**src/rtl/pir_display_if.sv**
```systemverilog
// pir_display_if
//  Groups the sensor/timing inputs and the display/status outputs of the
//  PIR display sequencer.
//  Signals:
//   pir_signal   raw PIR output (asynchronous to the pixel clock)
//   frame_start  1-cycle pulse at the first pixel of every frame
//   motion_mode  1 = green background, 0 = blue; frame-aligned
//   led          1 while motion is active or being held
//   motion_event 1-cycle pulse when motion is first detected from idle
//   state        sequencer state: 0 WARMUP, 1 IDLE, 2 ACTIVE, 3 HOLD
//  Modports: master drives the inputs and observes the outputs (timing
//  generator / test side); slave is the sequencer itself.
interface pir_display_if;
    logic       pir_signal;
    logic       frame_start;
    logic       motion_mode;
    logic       led;
    logic       motion_event;
    logic [1:0] state;

    modport master (
        output pir_signal, frame_start,
        input  motion_mode, led, motion_event, state
    );

    modport slave (
        input  pir_signal, frame_start,
        output motion_mode, led, motion_event, state
    );
endinterface

```
**src/rtl/pir_display_ctrl.sv**
```systemverilog
// pir_display_ctrl
//  Sequencer between the PIR motion sensor and the pixel colour stage.
//  Synchronises and glitch-filters the raw PIR input, runs a
//  warm-up/idle/active/hold FSM whose warm-up and hold are timed in video
//  frames, and drives a frame-aligned colour select plus an immediate LED.
//  Ports:
//   clk_148Mhz  pixel clock, all logic on the rising edge
//   reset       asynchronous, active-high
//   bus         pir_display_if.slave (pir_signal, frame_start in;
//               motion_mode, led, motion_event, state out)
//  Parameters:
//   FILTER_CYC    stable cycles required before the filtered PIR changes
//   WARMUP_FRAMES frames after reset during which PIR is ignored (0 = none)
//   HOLD_FRAMES   frames motion is held after the filtered PIR falls (>= 1)
module pir_display_ctrl #(
    parameter int FILTER_CYC    = 148500,
    parameter int WARMUP_FRAMES = 1800,
    parameter int HOLD_FRAMES   = 180
) (
    input  logic              clk_148Mhz,
    input  logic              reset,
    pir_display_if.slave      bus
);
    localparam int FW = $clog2(FILTER_CYC + 1);
    // A zero-frame warm-up still needs a 1-bit counter to keep widths legal.
    localparam int WW = (WARMUP_FRAMES > 0) ? $clog2(WARMUP_FRAMES + 1) : 1;
    localparam int HW = $clog2(HOLD_FRAMES + 1);
    localparam int WU_LAST_I = (WARMUP_FRAMES > 0) ? WARMUP_FRAMES - 1 : 0;

    localparam logic [FW-1:0] FILT_LAST = FW'(FILTER_CYC - 1);
    localparam logic [WW-1:0] WU_LAST   = WW'(WU_LAST_I);
    localparam logic [HW-1:0] HOLD_INIT = HW'(HOLD_FRAMES);

    typedef enum logic [1:0] {
        WARMUP = 2'd0,
        IDLE   = 2'd1,
        ACTIVE = 2'd2,
        HOLD   = 2'd3
    } state_t;

    // ---------------- input synchroniser + glitch filter ----------------
    logic          sync1, pir_s, pir_f;
    logic [FW-1:0] filt_cnt;

    always_ff @(posedge clk_148Mhz or posedge reset) begin
        if (reset) begin
            sync1    <= 1'b0;
            pir_s    <= 1'b0;
            pir_f    <= 1'b0;
            filt_cnt <= '0;
        end else begin
            sync1 <= bus.pir_signal;
            pir_s <= sync1;
            // Any return to the filtered level restarts the stability count,
            // so only a run of FILTER_CYC disagreeing samples flips pir_f.
            if (pir_s == pir_f) begin
                filt_cnt <= '0;
            end else if (filt_cnt == FILT_LAST) begin
                pir_f    <= pir_s;
                filt_cnt <= '0;
            end else begin
                filt_cnt <= filt_cnt + FW'(1);
            end
        end
    end

    // ---------------- sequencer FSM ----------------
    state_t        state_q, state_d;
    logic [WW-1:0] wu_cnt, wu_cnt_d;
    logic [HW-1:0] hold_cnt, hold_cnt_d;
    logic          event_d;
    logic          led_q, mode_q, event_q;

    always_ff @(posedge clk_148Mhz or posedge reset) begin
        if (reset) begin
            state_q  <= WARMUP;
            wu_cnt   <= '0;
            hold_cnt <= '0;
            led_q    <= 1'b0;
            mode_q   <= 1'b0;
            event_q  <= 1'b0;
        end else begin
            state_q  <= state_d;
            wu_cnt   <= wu_cnt_d;
            hold_cnt <= hold_cnt_d;
            event_q  <= event_d;
            // Registered from next state so led changes with state.
            led_q    <= (state_d == ACTIVE) || (state_d == HOLD);
            // Colour select only moves at a frame boundary, taking the LED
            // level current during the frame_start cycle.
            if (bus.frame_start)
                mode_q <= led_q;
        end
    end

    always_comb begin
        state_d    = state_q;
        wu_cnt_d   = wu_cnt;
        hold_cnt_d = hold_cnt;
        event_d    = 1'b0;
        case (state_q)
            WARMUP: begin
                if (WARMUP_FRAMES == 0) begin
                    state_d = IDLE;
                end else if (bus.frame_start) begin
                    if (wu_cnt == WU_LAST) begin
                        state_d  = IDLE;
                        wu_cnt_d = '0;
                    end else begin
                        wu_cnt_d = wu_cnt + WW'(1);
                    end
                end
            end
            IDLE: begin
                if (pir_f) begin
                    state_d = ACTIVE;
                    event_d = 1'b1;
                end
            end
            ACTIVE: begin
                if (!pir_f) begin
                    state_d    = HOLD;
                    hold_cnt_d = HOLD_INIT;
                end
            end
            HOLD: begin
                // Retrigger takes priority over a coincident frame tick.
                if (pir_f) begin
                    state_d = ACTIVE;
                end else if (bus.frame_start) begin
                    if (hold_cnt == HW'(1))
                        state_d = IDLE;
                    else
                        hold_cnt_d = hold_cnt - HW'(1);
                end
            end
            default: state_d = WARMUP;
        endcase
    end

    assign bus.state        = state_q;
    assign bus.led          = led_q;
    assign bus.motion_mode  = mode_q;
    assign bus.motion_event = event_q;

endmodule

```
**src/flat_wrapper.sv**
```systemverilog
// flat-port wrapper written by rule: the top's interface ports become plain ports
module pir_display_ctrl_flat 
#(
    parameter int FILTER_CYC    = 148500,
    parameter int WARMUP_FRAMES = 1800,
    parameter int HOLD_FRAMES   = 180
)
  (clk_148Mhz, reset, bus_pir_signal, bus_frame_start, bus_motion_mode, bus_led, bus_motion_event, bus_state);
  pir_display_if bus_i ();
  input  logic clk_148Mhz;
  input  logic reset;
  input wire logic [$bits(bus_i.pir_signal)-1:0] bus_pir_signal;
  input wire logic [$bits(bus_i.frame_start)-1:0] bus_frame_start;
  output wire logic [$bits(bus_i.motion_mode)-1:0] bus_motion_mode;
  output wire logic [$bits(bus_i.led)-1:0] bus_led;
  output wire logic [$bits(bus_i.motion_event)-1:0] bus_motion_event;
  output wire logic [$bits(bus_i.state)-1:0] bus_state;
  assign bus_i.pir_signal = bus_pir_signal;
  assign bus_i.frame_start = bus_frame_start;
  assign bus_motion_mode = bus_i.motion_mode;
  assign bus_led = bus_i.led;
  assign bus_motion_event = bus_i.motion_event;
  assign bus_state = bus_i.state;
  pir_display_ctrl #(.FILTER_CYC(FILTER_CYC), .WARMUP_FRAMES(WARMUP_FRAMES), .HOLD_FRAMES(HOLD_FRAMES)) u_core (.clk_148Mhz(clk_148Mhz), .reset(reset), .bus(bus_i));
endmodule
```
**config.mk**
```make
export PLATFORM = sky130hd
export DESIGN_NAME = pir_display_ctrl_flat
export DESIGN_NICKNAME = d
export VERILOG_FILES = /design/src/rtl/pir_display_if.sv /design/src/rtl/pir_display_ctrl.sv /design/src/flat_wrapper.sv
export SDC_FILE = /design/constraint.sdc
export NUM_CORES = 1
export LEC_CHECK = 0
export ABC_AREA = 1
export CAP_MARGIN = 25
export CORE_ASPECT_RATIO = 0.75
export CORE_UTILIZATION = 33
export DETAILED_ROUTE_END_ITERATION = 8
export SLEW_MARGIN = 10
export SYNTH_ARGS = -nofsm -noshare
export SYNTH_HDL_FRONTEND = slang
export SYNTH_SLANG_ARGS = --single-unit
```
**constraint.sdc**
```tcl
create_clock -name clk_148Mhz -period 1.7 [get_ports clk_148Mhz]
set_input_delay 0.255 -clock clk_148Mhz [delete_from_list [all_inputs] [get_ports clk_148Mhz]]
set_output_delay 0.255 -clock clk_148Mhz [all_outputs]
set_load 0.01 [all_outputs]
```
== After elaboration in Yosys (flattened, before gate mapping) ==
Cells that the tools add are included.

* Add/sub/neg operators: 3
* Equal/unequal tests: 13
* Mux-type cells: 18
* Bitwise logic cells: 1
* Reduce and logical (&&, ||, !) cells: 6

{| class="wikitable"
|+ Operators by type and width
! kind !! count
|-
| two-way mux 18 bit || 2
|-
| two-way mux 8 bit || 4
|-
| adder 18 x 1 -> 18 bit (second input constant) || 1
|-
| == test 18 bit (second input constant) || 1
|-
| case mux 8 bit (2 select lines) || 1
|-
| two-way mux 2 bit || 7
|-
| adder 11 x 1 -> 11 bit (second input constant) || 1
|-
| == test 11 bit (second input constant) || 1
|-
| two-way mux 11 bit || 1
|-
| == test 2 bit (second input constant) || 4
|-
| == test 8 x 1 -> 1 bit (second input constant) || 1
|-
| inequality test 2 bit (second input constant) || 4
|-
| case mux 2 bit (4 select lines) || 1
|-
| subtractor 8 x 1 -> 8 bit (second input constant) || 1
|-
| AND reduction 5 bit || 1
|-
| AND reduction 2 bit || 2
|-
| == test 2 x 1 -> 1 bit (second input constant) || 1
|-
| logical NOT 2 bit || 1
|-
| two-way mux 1 bit || 2
|-
| nonzero test 2 bit || 1
|-
| == test 1 bit || 1
|-
| logical OR 1 bit || 1
|-
| NOT 1 bit || 1
|}

* Register bits after elaboration: 45
* Bits of input ports: 4
* Output and inout bits: 5
* Word-level logic and storage cells: 51

== Longest topological paths before layout ==
* Word-level depth: 7
* Depth in mapped cells: 10
* Mapped depth without buffers: 9

== Worst setup path before layout ==
Ideal clock, no wire load.

* Kind: register -> register
* From: register u_core.hold_cnt[1]
* To: register u_core.hold_cnt[5]
* Setup time: 118 ps
* Arrival: 1,228 ps
* Data required time: 1,582 ps
* Path slack: 354 ps
* Stages on the path, launching flop included: 11
* Buffers on the path: 1
* Clock period less this slack: 1,346 ps
* Cell sequence: dfrtp_1 inv_1 ha_1 nand2_2 nor3_2 nand2_2 nand2_2 inv_2 buf_6 nand2_2 o21ai_2

* Longest elaborated chain between the ends: 5
* Elaborated cells on any way between the ends: 8
* Classes of those cells: add/sub: 1; eq/ne: 2; mux: 4; reduce/logical: 1

{| class="wikitable"
|+ Ends and longest elaborated chain
! element !! RTL line !! RTL
|-
| start: declaration || pir_display_ctrl.sv:70 || <nowiki>logic [HW-1:0] hold_cnt, hold_cnt_d;</nowiki>
|-
| start signal: assignment || pir_display_ctrl.sv:85 || <nowiki>hold_cnt <= hold_cnt_d;</nowiki>
|-
| subtractor 8 x 1 -> 8 bit || pir_display_ctrl.sv:134 || <nowiki>hold_cnt_d = hold_cnt - HW'(1);</nowiki>
|-
| two-way mux 8 bit || pir_display_ctrl.sv:131 || <nowiki>if (hold_cnt == HW'(1))</nowiki>
|-
| two-way mux 8 bit || pir_display_ctrl.sv:130 || <nowiki>end else if (bus.frame_start) begin</nowiki>
|-
| two-way mux 8 bit || pir_display_ctrl.sv:128 || <nowiki>if (pir_f) begin</nowiki>
|-
| case mux 8 bit (2 select lines) || pir_display_ctrl.sv:101 || <nowiki>case (state_q)</nowiki>
|}

Several ways; a longest one is shown, not always the timed one. The select of a mux whose other input is x is not followed.
A chain may end at the register's enable or synchronous reset.

== Final worst setup path ==
* From: register u_core.state_q[1] (netlist: u_core.bus.state[1])
* To: output port bus_state[1]

{| class="wikitable"
|+ RTL lines
! element !! RTL line !! RTL
|-
| start: declaration || pir_display_ctrl.sv:68 || <nowiki>state_t state_q, state_d;</nowiki>
|-
| start signal: assignment || pir_display_ctrl.sv:83 || <nowiki>state_q <= state_d;</nowiki>
|-
| end: declaration || flat_wrapper.sv:17 || <nowiki>output wire logic [$bits(bus_i.state)-1:0] bus_state;</nowiki>
|}

No word-level cell between the ends.

==> metrics.txt <==
Setup Skew 0.0124 ns; Syn Nets 322; period utilisation layout 0.949; vias in the first global route 1744; Synth Area in Compound Gates 0.0638; final setup margin 0.0863 ns; Clock Sink Count 45; Area Overhead vs Synth 14.2%; Vias/cell 4.38; # fillers 710; post-synthesis sequential area ratio 0.463; Post-Syn Area 2430 um^2; crit path time final 1.61 ns; Leak Pwr 1.29 nW; Synth Flop Type dfrtp_1; total CTS buffers 5; Reg clk slew, reported paths 0.08 ns; final WL 4640 um; top cell type's share of synthesized area 0.463; crit path capture type output port; Ys Warns 0; GR Overflow Total 0; initial antenna violation count 0; Bufs on Longest Clock Path 2; area of the multi-input gates 1140 um^2; Root Driver clkbuf_8; Tot GR Track Use 0.132; syn_area_per_cell 7.75 um^2; ANT nets after route 0; Worst Path Required 1.44 ns; final net count 337; Worst Max-Slew Pin Slew 0.302 ns; vias 1876; final setup vio count 0; Die H 76.4 um; Final Hold Fails 0; post-synthesis cell count 314; flops & latches, synth 45; later-pin clock latency in the skew report 0.30 ns; main area contributors after synthesis dfrtp_1, nand2_1, nor2_1; Post-DP HPWL 3390 um; Pwr Density 1070 nW/um^2; Setup CP Type reg -> out; row count 26; worst-path cell chain clkdlybuf4s50_1; outcome complete, no violations; Die ar. 7730 um^2; drc violations 0; top cells by count, synth nand2_1, nor2_1, dfrtp_1; CP bufs+invs 1; Slew Viols, Final 0; Starting Density 0.350; register area 1130 um^2; CP Launch Type flop; maximum vdd drop 0.397 mV; peak fanout along the critical path 7; DRT iter0 DRCs 95; DIE WIDTH 101 um; CTS tree done; Post-synth EDFFs 0; num ports 9; mux cell area share after synthesis 0; hold_ws 0.219 ns; largest family of logic cells by synthesized area simple AND/OR/NAND/NOR gates; Synth area leader dfrtp_1; first-pass GRT wire length 7980 um; Post-Route Setup TNS 0 ns; drt first pass iters 4; worst slack, placed 0.0717 ns; Post-Synth Adder-Cell Area 0.0206; largest net degree at the start of global routing 34; core area 6960 um^2; worst hold path type in -> async; FFs w/ async S/R, synth 1.00; share of layout cells above drive strength 1 0.118; unrepaired setup endpoints after global routing no; crit-path max cell delay 0.59 ns; routability cong. 0.809; PortBufs 8; post-synthesis cell type count 25; slew margin rel. 0.798; Synth Area in XOR/XNOR 0.0648; ANT cells 0; Max Cap Violations 0; slowest cell on the critical path clkdlybuf4s50_1; delay-heaviest family, CP buffers and inverters; wire per inst 10.8 um; fin util 0.399; hold_buf cts 0; Post-CTS Setup Repair Bufs 0; CTS H-Tree Depth 2; Crit path arrival time 1.36 ns; fmax 620 MHz; Post-Synth Simple-Gate Area 0.318
[final cells by class]
cell class	count	area share
timing repair buffer	11	0.0459
clock buffer	7	0.0311
multi-input combinational	226	0.409
inverter	40	0.0540
clock inverter	1	0.0108
tap	98	0.0441
sequential	45	0.405
[through the flow]
step / total power [W] / area, um^2 / std cells
global route: 0.00318 / 2780 / 428
floorplan: 0.00192 / 2430 / 314
finish: 0.00298 / 2780 / 428
CTS: 0.00301 / 2780 / 428
detailed placement: 0.00215 / 2660 / 420
global placement: 0.00215 / 2660 / 420
[worst paths after layout]
path	slack [ns]	cells past startpoint	start	endpoint
min reg2reg	0.35	0	u_core.sync1	u_core.pir_s
min in group clk_148Mhz	0.35	0	u_core.sync1	u_core.pir_s
max	0.09	1	u_core.bus.state[1]	bus_state[1]
max reg2reg	0.22	10	u_core.hold_cnt[1]	u_core.hold_cnt[5]
min	0.22	2	reset	u_core.wu_cnt[3]
max in group asynchronous	1.00	3	reset	u_core.bus.state[0]
[power by group]
part / switching [W] / internal [W]
clock: 0.000359 / 0.000480
sequential: 0.000110 / 0.00120
combinational: 0.000488 / 0.000341
total: 0.000957 / 0.00202
[cells by family after synthesis]
logic type | Yosys count
compound gates | 25
buf+inv | 43
simple gates | 179
fa+ha+maj | 4
xor+xnor | 18
flops | 45
[placed cells by master (no fill, tap or decap)]
| cell | instances |
|---|---|
| nor2_1 | 65 |
| buf_4 | 1 |
| inv_1 | 35 |
| nand2_1 | 65 |
| nor3_2 | 2 |
| clkbuf_8 | 6 |
| clkdlybuf4s50_1 | 8 |
| nor2_2 | 3 |
| dfrtp_2 | 1 |
| nor3_1 | 2 |
| o21a_1 | 1 |
| nand3_1 | 25 |
| a21oi_2 | 1 |
| clkbuf_1 | 1 |
| inv_2 | 5 |
| dfrtp_1 | 44 |
| a31oi_1 | 1 |
| nor2_4 | 1 |
| a21oi_1 | 4 |
| o21ai_2 | 6 |
| xnor2_1 | 5 |
| buf_12 | 2 |
| xor2_1 | 13 |
| o21ai_0 | 9 |
| bufinv_16 | 1 |
| nand4_1 | 6 |
| o21ai_1 | 3 |
| ha_1 | 4 |
| nand2_2 | 9 |
| or2_2 | 1 |
[state kept, by name, indices dropped and copies added (netlist names)]
signal                   flops
u_core.bus.state             2
u_core.wu_cnt               11
u_core.bus.motion_mode       1
u_core.filt_cnt             18
u_core.pir_s                 1
u_core.hold_cnt              8
u_core.bus.motion_event      1
u_core.pir_f                 1
u_core.bus.led               1
u_core.sync1                 1
[per-layer routing]
| layer | wire [um] | share of wire | track usage | vias to the layer above |
|---|---|---|---|---|
| met5 | 0 | 0 | 0 | - |
| met4 | 40 | 0.0086 | 0.0464 | 0 |
| met3 | 175 | 0.038 | 0.0339 | 2 |
| met2 | 1820 | 0.39 | 0.176 | 30 |
| met1 | 2610 | 0.56 | 0.201 | 837 |
| li1 | - | - | - | 1007 |
[timing repair]
item	4_1_cts	5_1_grt
resized for setup	0	1
endpoints found under the setup margin	0	1
hold endpoints to repair	0	0
Power figures use the tool's default switching activity.
